<file path="config.mk">
export PLATFORM = sky130hd
export DESIGN_NAME = mod_phase_ctrl
export DESIGN_NICKNAME = d
export VERILOG_FILES = /design/src/rtl/mod_pkg.sv /design/src/rtl/lfsr5.sv /design/src/rtl/mod_phase_ctrl.sv
export SDC_FILE = /design/constraint.sdc
export NUM_CORES = 1
export LEC_CHECK = 0
export ABC_AREA = 1
export CAP_MARGIN = 10
export CORE_UTILIZATION = 50
export DETAILED_ROUTE_END_ITERATION = 6
export GPL_ROUTABILITY_DRIVEN = 0
export PLACE_DENSITY = 0.82
export SLEW_MARGIN = 20
export SYNTH_ARGS = -nofsm -noshare
export SYNTH_HDL_FRONTEND = slang
export SYNTH_HIERARCHICAL = 1
export SYNTH_SLANG_ARGS = --single-unit
</file>
<file path="constraint.sdc">
create_clock -name clk_i -period 8.3 [get_ports clk_i]
set_clock_uncertainty 0.05 [all_clocks]
set_input_delay 2.075 -clock clk_i [delete_from_list [all_inputs] [get_ports clk_i]]
set_output_delay 2.075 -clock clk_i [all_outputs]
set_load 0.05 [all_outputs]
</file>
<file path="src/rtl/mod_pkg.sv">
// Shared types and constants for the modulation controller and its PRBS source.
package mod_pkg;

  typedef enum logic [1:0] {M_CONST, M_FSK, M_SWEEP, M_RSVD} mod_mode_t;

  localparam int LFSR_W = 5;
  localparam logic [LFSR_W-1:0] LFSR_SEED = 5'b00001;

  // Maximal-length 5-bit Fibonacci step, period 31 from any non-zero state.
  function automatic logic [LFSR_W-1:0] lfsr_next(input logic [LFSR_W-1:0] s);
    return {s[0] ^ s[2], s[LFSR_W-1:1]};
  endfunction

  function automatic logic lfsr_next_bit(input logic [LFSR_W-1:0] s);
    logic [LFSR_W-1:0] n;
    n = lfsr_next(s);
    return n[0];
  endfunction

endpackage

</file>
<file path="src/rtl/lfsr5.sv">
// 5-bit PRBS generator; clear reseeds and takes priority over step.
module lfsr5
  import mod_pkg::*;
(
  input  logic              clk_i,
  input  logic              reset_i,
  input  logic              step_i,
  input  logic              clear_i,
  output logic [LFSR_W-1:0] q_o
);

  logic [LFSR_W-1:0] state_q;
  logic [LFSR_W-1:0] state_d;

  always_comb begin
    state_d = state_q;
    if (clear_i) begin
      state_d = LFSR_SEED;
    end else if (step_i) begin
      state_d = lfsr_next(state_q);
    end
  end

  always_ff @(posedge clk_i or posedge reset_i) begin
    if (reset_i) begin
      state_q <= LFSR_SEED;
    end else begin
      state_q <= state_d;
    end
  end

  assign q_o = state_q;

endmodule

</file>
<file path="src/rtl/mod_phase_ctrl.sv">
// Tuning-word controller for the DDS: constant tone, PRBS-driven FSK or linear
// sweep, with a symbol strobe and PRBS bit exported for downstream keying.
module mod_phase_ctrl
  import mod_pkg::*;
#(
  parameter int SYMBOL_DIV = 50_000_000,
  parameter int PW         = 32
) (
  input  logic          clk_i,
  input  logic          reset_i,
  input  logic          en_i,
  input  logic          load_i,
  input  logic [1:0]    mode_i,
  input  logic [PW-1:0] f0_inc_i,
  input  logic [PW-1:0] f1_inc_i,
  input  logic [PW-1:0] sweep_step_i,
  output logic [PW-1:0] phase_inc_o,
  output logic          sym_bit_o,
  output logic          sym_strobe_o
);

  localparam int CW = (SYMBOL_DIV > 2) ? $clog2(SYMBOL_DIV) : 1;
  localparam logic [CW-1:0] CNT_LAST = CW'(SYMBOL_DIV - 1);

  mod_mode_t     shMode_q, shMode_d;
  logic [PW-1:0] shF0_q, shF0_d;
  logic [PW-1:0] shF1_q, shF1_d;
  logic [PW-1:0] shStep_q, shStep_d;
  logic [CW-1:0] symCnt_q, symCnt_d;
  logic [PW-1:0] acc_q, acc_d;
  logic [PW-1:0] phaseInc_q, phaseInc_d;
  logic          symStrobe_q, symStrobe_d;

  logic              tick;
  logic              nextBit;
  logic [LFSR_W-1:0] lfsrState;
  logic [PW:0]       sweepSum;
  logic [PW-1:0]     sweepNext;

  lfsr5 uLfsr (
    .clk_i   (clk_i),
    .reset_i (reset_i),
    .step_i  (tick),
    .clear_i (load_i),
    .q_o     (lfsrState)
  );

  // The sum is one bit wider so a step that overflows PW bits still wraps to f0.
  always_comb begin
    tick      = en_i && !load_i && (symCnt_q == CNT_LAST);
    nextBit   = lfsr_next_bit(lfsrState);
    sweepSum  = {1'b0, acc_q} + {1'b0, shStep_q};
    sweepNext = (sweepSum > {1'b0, shF1_q}) ? shF0_q : sweepSum[PW-1:0];
  end

  always_comb begin
    shMode_d    = shMode_q;
    shF0_d      = shF0_q;
    shF1_d      = shF1_q;
    shStep_d    = shStep_q;
    symCnt_d    = symCnt_q;
    acc_d       = acc_q;
    phaseInc_d  = phaseInc_q;
    symStrobe_d = 1'b0;

    if (load_i) begin
      shMode_d   = mod_mode_t'(mode_i);
      shF0_d     = f0_inc_i;
      shF1_d     = f1_inc_i;
      shStep_d   = sweep_step_i;
      symCnt_d   = '0;
      acc_d      = f0_inc_i;
      // The LFSR restarts at the seed, whose bit is 1, so FSK opens on f1.
      phaseInc_d = (mod_mode_t'(mode_i) == M_FSK) ? f1_inc_i : f0_inc_i;
    end else if (en_i) begin
      if (tick) begin
        symCnt_d    = '0;
        acc_d       = sweepNext;
        symStrobe_d = 1'b1;
        case (shMode_q)
          M_FSK:   phaseInc_d = nextBit ? shF1_q : shF0_q;
          M_SWEEP: phaseInc_d = sweepNext;
          default: phaseInc_d = shF0_q;
        endcase
      end else begin
        symCnt_d = symCnt_q + CW'(1);
      end
    end
  end

  always_ff @(posedge clk_i or posedge reset_i) begin
    if (reset_i) begin
      shMode_q    <= M_CONST;
      shF0_q      <= '0;
      shF1_q      <= '0;
      shStep_q    <= '0;
      symCnt_q    <= '0;
      acc_q       <= '0;
      phaseInc_q  <= '0;
      symStrobe_q <= 1'b0;
    end else begin
      shMode_q    <= shMode_d;
      shF0_q      <= shF0_d;
      shF1_q      <= shF1_d;
      shStep_q    <= shStep_d;
      symCnt_q    <= symCnt_d;
      acc_q       <= acc_d;
      phaseInc_q  <= phaseInc_d;
      symStrobe_q <= symStrobe_d;
    end
  end

  assign phase_inc_o  = phaseInc_q;
  assign sym_bit_o    = lfsrState[0];
  assign sym_strobe_o = symStrobe_q;

endmodule

</file>
==> impl_metrics.tcl, run 1 <==
set metrics [dict create \
    cts_tree "done" \
    design_area_um2 14960 \
    required_ns 8.58 \
    relSlewSlack 0.3497 \
    cap_viol_max_count 0 \
    drtPass1Iterations 5 \
    cp_cell_sequence "ha_1, inv_1, nor3_1, nand2_1, nand2_1, nand3_1, nand2_1, a31o_2, xor2_1, inv_1, ha_1, nand2_1, nor2_1, nand4_1, nor3_1, nand4_1, nand2_1, nand3_4, inv_1, nand2_1, nand3_1, nand2_1, nand2_1, nand3_1" \
    portBuffers 135 \
    stdcell_count 2245 \
    syn_to_final_growth_pct 16.96 \
    crit_type "reg2reg" \
    grt_start_max_net_pins 111 \
    clk_pin_slew_ns 0.08 \
    ios 136 \
    switching_share 0.3887 \
    multi_input_area_um2 6875 \
    start_util 0.5095 \
    timing.hold.worst.class "reg2reg" \
    cellLeakagePower_nw 7.222 \
    synth-seq-cells 194 \
    yosysWarnings 6 \
    seq_power_share 0.359 \
    core_area_um2 25110 \
    synth_top_area_frac 0.3775 \
    grt_pass1_wl_mm 62.11 \
    drc_errors 0 \
    cpMostUsedCell "nand2_1" \
    ys_top_cells_by_area "dfrtp_1 38%, nand2_1 16%, ha_1 6.6%, o21ai_0 6.3%, inv_1 5.7%" \
    post-place-ws_ns 3.094 \
    htreeDepth 4 \
    synth_nets 1981 \
    fp-row-count 58 \
    cts-root-buf "clkbuf_16" \
    register_area_um2 4856 \
    cts_buffer_depth 2 \
    drtIter0Drc 1332 \
    cts.repair.resized 0 \
    via_per_inst 5.730 \
    max_freq_mhz 177.9 \
    cts_hold_buf 0 \
    hold_viol 0 \
    setup_slack_ns 2.680 \
    finalCritPeriodShare 0.6771 \
    netlist_instances 1811 \
    routed_wl_mm 38.30 \
    yosysSeqAreaShare 0.3796 \
    antenna_cells 0 \
    dieArea_um2 26230 \
    place_hpwl_mm 26.84 \
    report.final.slew_viol_count 0 \
    ys_dominant_reg_cell "dfrtp_1" \
    synth_edf_count 0 \
    cp.arrival_ns 5.90 \
    antenna_found_initial 0 \
    outcome "finished clean" \
    clkLatencyLatePin_ns 0.45 \
    fillerInstances 2270 \
    drive_above_1_share 0.05013 \
    grt_pass1_vias 12500 \
    ant_nets 0 \
    vias 12860 \
    utilization 0.5959 \
    period_minus_slack_ns 5.620 \
    place_inst 2213 \
    die_y_um 162.0 \
    p_per_area_nw_per_um2 200.3 \
    cts_setup_buffers 0 \
    max_stage_delay_ns 0.69 \
    p_clk_frac 0.298 \
    die_w_um 162.0 \
    startpoint_type "flip-flop" \
    p_switching_mw 1.165 \
    fin_nets 2072 \
    path_delay_family "simple AND/OR/NAND/NOR gates" \
    tns_ns 0 \
    end_kind "flip-flop" \
    worstMarginPinSlew_ns 0.9755 \
    cts.sinks 194 \
    wire_per_inst_um 17.06 \
    avgSynthCellArea_um2 7.064 \
    setup_viol 0 \
    grt-ovfl-total 0 \
    yosysUniqueCellTypes 55 \
    cp.buffers_inverters 3 \
    critical-path-slowest-cell "nand3_4" \
    combPwrFrac 0.343 \
    place_area_um2 14330 \
    crit_path_max_fanout 43 \
    numCtsBuffers 17 \
    rsz0062_at_grt "false" \
    synth_top_area_cell "dfrtp_1" \
    power.internal_mw 1.832 \
    ir_worst_vdd_mv 0.1119 \
    track_usage 0.2969 \
    ys_async_sr_fraction 1.000 \
    synthesis.area_um2 12790 \
]
-- cell usage in the layout (no fill, tap or decap), drive strengths merged, types with 35 or more instances in the layout --
| cell | instances |
|---|---|
| ha | 67 |
| o21ai | 190 |
| a21oi | 130 |
| nand4 | 35 |
| dfrtp | 193 |
| nand2 | 553 |
| nor2 | 150 |
| nand3 | 103 |
| clkdlybuf4s50 | 134 |
| inv | 211 |
-- final timing paths --
| check | depth (start not counted) | from | to | slack (ns) |
|---|---|---|---|---|
| min reg2reg | 2 | uLfsr/q_o[4] | uLfsr/q_o[3] | 0.44 |
| min | 2 | uLfsr/q_o[4] | uLfsr/q_o[3] | 0.44 |
| max reg2reg | 24 | acc_q[3] | phase_inc_o[24] | 2.68 |
| max in group asynchronous | 3 | reset_i | acc_q[12] | 4.98 |
| min in group asynchronous | 2 | reset_i | uLfsr/q_o[2] | 1.94 |
| max | 24 | acc_q[3] | phase_inc_o[24] | 2.68 |
-- metrics by stage --
| step | hold slack [ns] | power [mW] |
|---|---|---|
| floorplan | 0.3918 | 1.792 |
| global placement | 0.4038 | 2.063 |
| detailed placement | 0.4191 | 2.086 |
| CTS | 0.4373 | 2.977 |
| global route | 0.4452 | 3.154 |
| finish | 0.4427 | 2.997 |
-- cell families (layout without fill, tap and decap cells) --
kind of cell,Yosys count,after routing,synth area share
AO/OA/AOI/OAI,371,371,0.1570
XOR/XNOR,30,30,0.02054
adder cells (fa/ha/maj),68,68,0.06710
buffers and inverters,276,380,0.08412
flip-flops,194,194,0.3796
AND/OR/NAND/NOR,872,872,0.2917
-- sequential cells by signal (all words and copies together), names as in the netlist --
register / cells
shF0_q: 32
sym_strobe_o: 1
uLfsr/q_o: 5
shStep_q: 32
shMode_q: 2
acc_q: 32
shF1_q: 32
symCnt_q: 26
phase_inc_o: 32
-- power by group through the flow --
stage	clock network (mW)	registers [mW]	logic [mW]
floorplan	0	1.15	0.644
global placement	0	1.09	0.973
finish	0.892	1.08	1.03
global route	0.933	1.08	1.14
CTS	0.894	1.07	1.01
detailed placement	0	1.09	0.995
-- cell usage after synthesis, types with 3 or more instances --
| cell type | instances |
|---|---|
| nand2_1 | 544 |
| inv_1 | 194 |
| dfrtp_1 | 193 |
| o21ai_0 | 161 |
| nor2_1 | 139 |
| a21oi_1 | 128 |
| nand3_1 | 98 |
| ha_1 | 67 |
| clkbuf_1 | 52 |
| nand4_1 | 34 |
| o21ai_1 | 28 |
| xor2_1 | 24 |
| o22ai_1 | 18 |
| nor3_1 | 11 |
| o211ai_1 | 11 |
| inv_2 | 10 |
| buf_2 | 8 |
| nand2_2 | 8 |
| buf_1 | 7 |
| a21o_1 | 6 |
| nor2_2 | 6 |
| nor4_1 | 6 |
| xnor2_1 | 6 |
| nor2_4 | 5 |
| buf_6 | 4 |
| nand3b_1 | 4 |
| nand3_2 | 3 |
| or3_1 | 3 |
-- final cells by class --
cell class	instances	area share
clock buffer	18	0.02935
clock inverter	14	0.01254
inverter	205	0.05176
multi-input combinational	1341	0.4595
sequential	194	0.3246
tap	330	0.02760
timing repair buffer	143	0.09467
-- per-layer routing --
| metal | share of wire | GRT usage | up-vias |
|---|---|---|---|
| met5 | 0 | 0 | - |
| met1 | 0.44 | 0.4029 | 6103 |
| met3 | 0.074 | 0.05184 | 92 |
| met4 | 0.027 | 0.1089 | 0 |
| li1 | - | - | 6093 |
| met2 | 0.46 | 0.4752 | 576 |
-- worst min-delay path: stages (launching register included) --
cell and delay (ns):
dfrtp_1 0.35, nand2_1 0.05, nand2_1 0.06
Power figures use the tool's default switching activity.
==> run 2: changes to the inputs <==
- clock period: 8.3 -> 5.43 ns (I/O delays scaled with it)
==> impl_metrics.tcl, run 2 (synthesis results as in run 1) <==
set metrics [dict create \
    cts_hold_buf 0 \
    cts_setup_buffers 0 \
    clkLatencyLatePin_ns 0.45 \
    cts_buffer_depth 2 \
    via_per_inst 5.715 \
    die_y_um 162.0 \
    fillerInstances 2272 \
    cts.repair.resized 0 \
    ios 136 \
    stdcell_count 2251 \
    path_delay_family "simple AND/OR/NAND/NOR gates" \
    max_freq_mhz 227.2 \
    worstSetupPathDepth 25 \
    wire_per_inst_um 16.90 \
    routed_wl_mm 38.05 \
    drtPass1Iterations 7 \
    cts.sinks 194 \
    seq_power_share 0.365 \
    place_inst 2218 \
    crit_type "reg2reg" \
    antenna_found_initial 0 \
    period_minus_slack_ns 4.402 \
    start_util 0.5095 \
    design_area_um2 14990 \
    fin_nets 2078 \
    ant_nets 0 \
    place_area_um2 14380 \
    p_per_area_nw_per_um2 300.9 \
    portBuffers 135 \
    cts-root-buf "clkbuf_16" \
    numCtsBuffers 17 \
    worstMarginPinSlew_ns 0.9627 \
    die_w_um 162.0 \
    cellLeakagePower_nw 7.235 \
    setup_viol 0 \
    p_clk_frac 0.284 \
    required_ns 5.72 \
    relSlewSlack 0.3582 \
    violations "design-rule violations" \
    p_switching_mw 1.742 \
    fp-row-count 58 \
    dieArea_um2 26230 \
    end_kind "flip-flop" \
    track_usage 0.2966 \
    ir_worst_vdd_mv 0.2003 \
    final_common_cell "nand2_1" \
    tns_ns 0 \
    drc_errors 1 \
    antenna_cells 0 \
    grt-ovfl-total 0 \
    ff2ff_path_depth 25 \
    core_area_um2 25110 \
    grt_pass1_wl_mm 62.06 \
    combPwrFrac 0.351 \
    cp.buffers_inverters 2 \
    place_hpwl_mm 27.01 \
    vias 12860 \
    drtIter0Drc 1280 \
    power.internal_mw 2.770 \
    grt_start_max_net_pins 190 \
    critical-path-slowest-cell "fa_1" \
    max_stage_delay_ns 0.42 \
    clk_pin_slew_ns 0.07 \
    finalCritPeriodShare 0.8107 \
    cp.arrival_ns 4.69 \
    startpoint_type "flip-flop" \
    cpMostUsedCell "nand2_1" \
    most-common-layout-cells "544 x nand2_1, 193 x inv_1, 193 x dfrtp_1, 161 x o21ai_0, 138 x nor2_1" \
    htreeDepth 4 \
    crit_path_max_fanout 20 \
    hold_depth 2 \
    cap_viol_max_count 0 \
    switching_share 0.3860 \
    grt_pass1_vias 12460 \
    outcome "complete, but fails checks" \
    drive_above_1_share 0.05154 \
    cts_tree "done" \
    hold_viol 0 \
    syn_to_final_growth_pct 17.20 \
    report.final.slew_viol_count 0 \
    rsz0062_at_grt "false" \
    whs_ns 0.4301 \
    timing.hold.worst.class "reg2reg" \
]
run 2: changes by cell type in the layout (fill, tap and decap cells not counted), sizes merged:
cell      change
buf           +6
clkinvlp      +3
inv           -3
clkbuf        +2
bufinv        -1
clkinv        -1
run 2: worst paths after layout:
check,slack [ns],start,endpoint
max,1.03,shStep_q[0],phase_inc_o[17]
min,0.43,uLfsr/q_o[3],uLfsr/q_o[2]
max reg2reg,1.03,shStep_q[0],phase_inc_o[17]
min reg2reg,0.43,uLfsr/q_o[3],uLfsr/q_o[2]
max in group asynchronous,3.02,reset_i,shF0_q[16]
min in group asynchronous,1.14,reset_i,uLfsr/q_o[3]
run 2: area by class of cell:
cell class	instances	area, um2	share of cell area
clock inverter	12	123.9	0.008262
timing repair buffer	149	1490	0.09939
inverter	205	773.2	0.05157
multi-input combinational	1341	6880	0.4589
sequential	194	4856	0.3239
clock buffer	20	456.7	0.03046
tap	330	412.9	0.02754
run 2: metal layers:
layer	vias up	wire length, um	global-route usage
li1	6117	-	-
met1	6016	16060	0.3982
met2	631	17240	0.4694
met3	100	3594	0.05848
met4	0	1154	0.1201
met5	-	0	0
run 2: power groups by stage:
stage	combinational (mW)	sequential, mW	clock (mW)
after floorplan	0.985	1.75	0
after global placement	1.50	1.67	0
after detailed placement	1.54	1.67	0
after CTS	1.56	1.64	1.28
after global routing	1.75	1.66	1.34
final	1.58	1.65	1.28
run 2: metrics by stage:
| step | setup WS (ns) | util | power, mW |
|---|---|---|---|
| after detailed placement | 1.186 | 0.5725 | 3.211 |
| after global routing | 0.7060 | 0.5971 | 4.751 |
| after floorplan | 1.588 | - | 2.740 |
| final | 1.028 | 0.5971 | 4.511 |
| after CTS | 1.162 | 0.5956 | 4.482 |
| after global placement | 1.331 | 0.5725 | 3.170 |
run 2: worst min-delay path, cell delays in order (launching register included):
cell,delay [ns]
dfrtp_1,0.35
nand2_1,0.05
nand2_1,0.05
==> run 3: changes to the inputs <==
- clock period: 5.43 -> 4.4 ns (I/O delays scaled with it)
==> impl_metrics.tcl, run 3 (synthesis results as in run 1) <==
set metrics [dict create \
    vias 12990 \
    stdcell_count 2255 \
    multi_input_area_um2 6943 \
    syn_to_final_growth_pct 18.71 \
    cellLeakagePower_nw 7.292 \
    startpoint_type "flip-flop" \
    grt_pass1_wl_mm 61.44 \
    crit_type "reg2reg" \
    wire_per_inst_um 17.14 \
    fin_nets 2082 \
    drive_above_1_share 0.06026 \
    p_per_area_nw_per_um2 378.7 \
    seq_power_share 0.354 \
    timing.hold.worst.class "reg2reg" \
    cts.sinks 194 \
    die_w_um 162.0 \
    clkLatencyLatePin_ns 0.45 \
    cts-root-buf "clkbuf_16" \
    period_minus_slack_ns 4.308 \
    most-common-layout-cells "541 x nand2_1, 193 x dfrtp_1, 192 x inv_1, 160 x o21ai_0, 138 x nor2_1" \
    utilization 0.6048 \
    drc_errors 0 \
    grt_start_max_net_pins 127 \
    numCtsBuffers 17 \
    htreeDepth 4 \
    via_per_inst 5.761 \
    ant_nets 0 \
    cap_viol_max_count 0 \
    required_ns 4.73 \
    cts_buffer_depth 2 \
    cp.buffers_inverters 2 \
    max_freq_mhz 232.1 \
    dieArea_um2 26230 \
    antenna_found_initial 1 \
    max_stage_delay_ns 0.47 \
    tns_ns 0 \
    ios 136 \
    track_usage 0.2949 \
    finalCritPeriodShare 0.9792 \
    setup_viol 0 \
    report.final.slew_viol_count 0 \
    p_clk_frac 0.282 \
    grt-ovfl-total 0 \
    drtIter0Drc 1224 \
    p_total_mw 5.751 \
    ir_worst_vdd_mv 0.1862 \
    relSlewSlack 0.2764 \
    clk_pin_slew_ns 0.08 \
    hold_viol 0 \
    register_area_um2 4856 \
    die_y_um 162.0 \
    antenna_cells 0 \
    routed_wl_mm 38.65 \
    cts_hold_buf 0 \
    critical-path-slowest-cell "dfrtp_1" \
    fp-row-count 58 \
    grt_pass1_vias 12400 \
    cpMostUsedCell "nand2_1" \
    cts_tree "done" \
    worstMarginPinSlew_ns 1.085 \
    core_area_um2 25110 \
    p_switching_mw 2.204 \
    power.internal_mw 3.547 \
    crit_path_max_fanout 10 \
    end_kind "flip-flop" \
    final_common_cell "nand2_1" \
    place_hpwl_mm 26.79 \
    portBuffers 135 \
    cp.arrival_ns 4.64 \
    start_util 0.5095 \
    path_delay_family "simple AND/OR/NAND/NOR gates" \
    outcome "finished clean" \
    fillerInstances 2233 \
    drtPass1Iterations 6 \
    place_inst 2219 \
    switching_share 0.3832 \
    combPwrFrac 0.364 \
]
==> run 3: final timing paths <==
path	from	cells past startpoint	endpoint	slack (ns)
hold / removal	uLfsr/q_o[4]	2	uLfsr/q_o[3]	0.43
hold reg to reg	uLfsr/q_o[4]	2	uLfsr/q_o[3]	0.43
min in group asynchronous	reset_i	2	uLfsr/q_o[2]	0.88
setup / recovery	shStep_q[1]	25	phase_inc_o[4]	0.09
max in group asynchronous	reset_i	3	shStep_q[19]	2.70
setup reg to reg	shStep_q[1]	25	phase_inc_o[4]	0.09
==> run 3: metal layers <==
metal / vias to the layer above / wire, um / global-route usage
met5: - / 13 / 0
met4: 2 / 1285 / 0.1226
met3: 110 / 3461 / 0.05005
met2: 648 / 17550 / 0.4702
met1: 6111 / 16330 / 0.3971
li1: 6120 / - / -
==> run 3: what timing repair did <==
action / CTS / global route
resized for setup: 0 / 22
endpoints found under the setup margin: 0 / 63
setup buffers: 0 / 1
==> run 3: layout make-up <==
| type | count | area share |
|---|---|---|
| clock buffer | 20 | 0.02941 |
| clock inverter | 12 | 0.01030 |
| inverter | 205 | 0.05117 |
| multi-input combinational | 1341 | 0.4572 |
| sequential | 194 | 0.3198 |
| tap | 330 | 0.02719 |
| timing repair buffer | 153 | 0.1050 |
==> run 3: tightest hold or removal path, delay by kind of cell (launching register included) <==
kind,cells,cell delay [ns]
AND/OR/NAND/NOR,2,0.10
flip-flops,1,0.35
==> run 3: power groups by stage <==
stage	logic (mW)	registers [mW]	clock network [mW]
after global routing	2.30	2.05	1.69
after CTS	1.93	2.03	1.63
after floorplan	1.22	2.17	0
after detailed placement	1.91	2.06	0
final	2.09	2.04	1.62
after global placement	1.86	2.06	0
==> run 3: stage by stage <==
step / hold slack, ns / worst slack, ns / cell area, um2
after global placement: 0.3977 / 0.3561 / 14400
after CTS: 0.4263 / 0.1879 / 15010
after detailed placement: 0.4113 / 0.2507 / 14410
final: 0.4262 / 0.09153 / 15190
after floorplan: 0.3918 / 0.7964 / 12800
after global routing: 0.4382 / -0.1789 / 15190
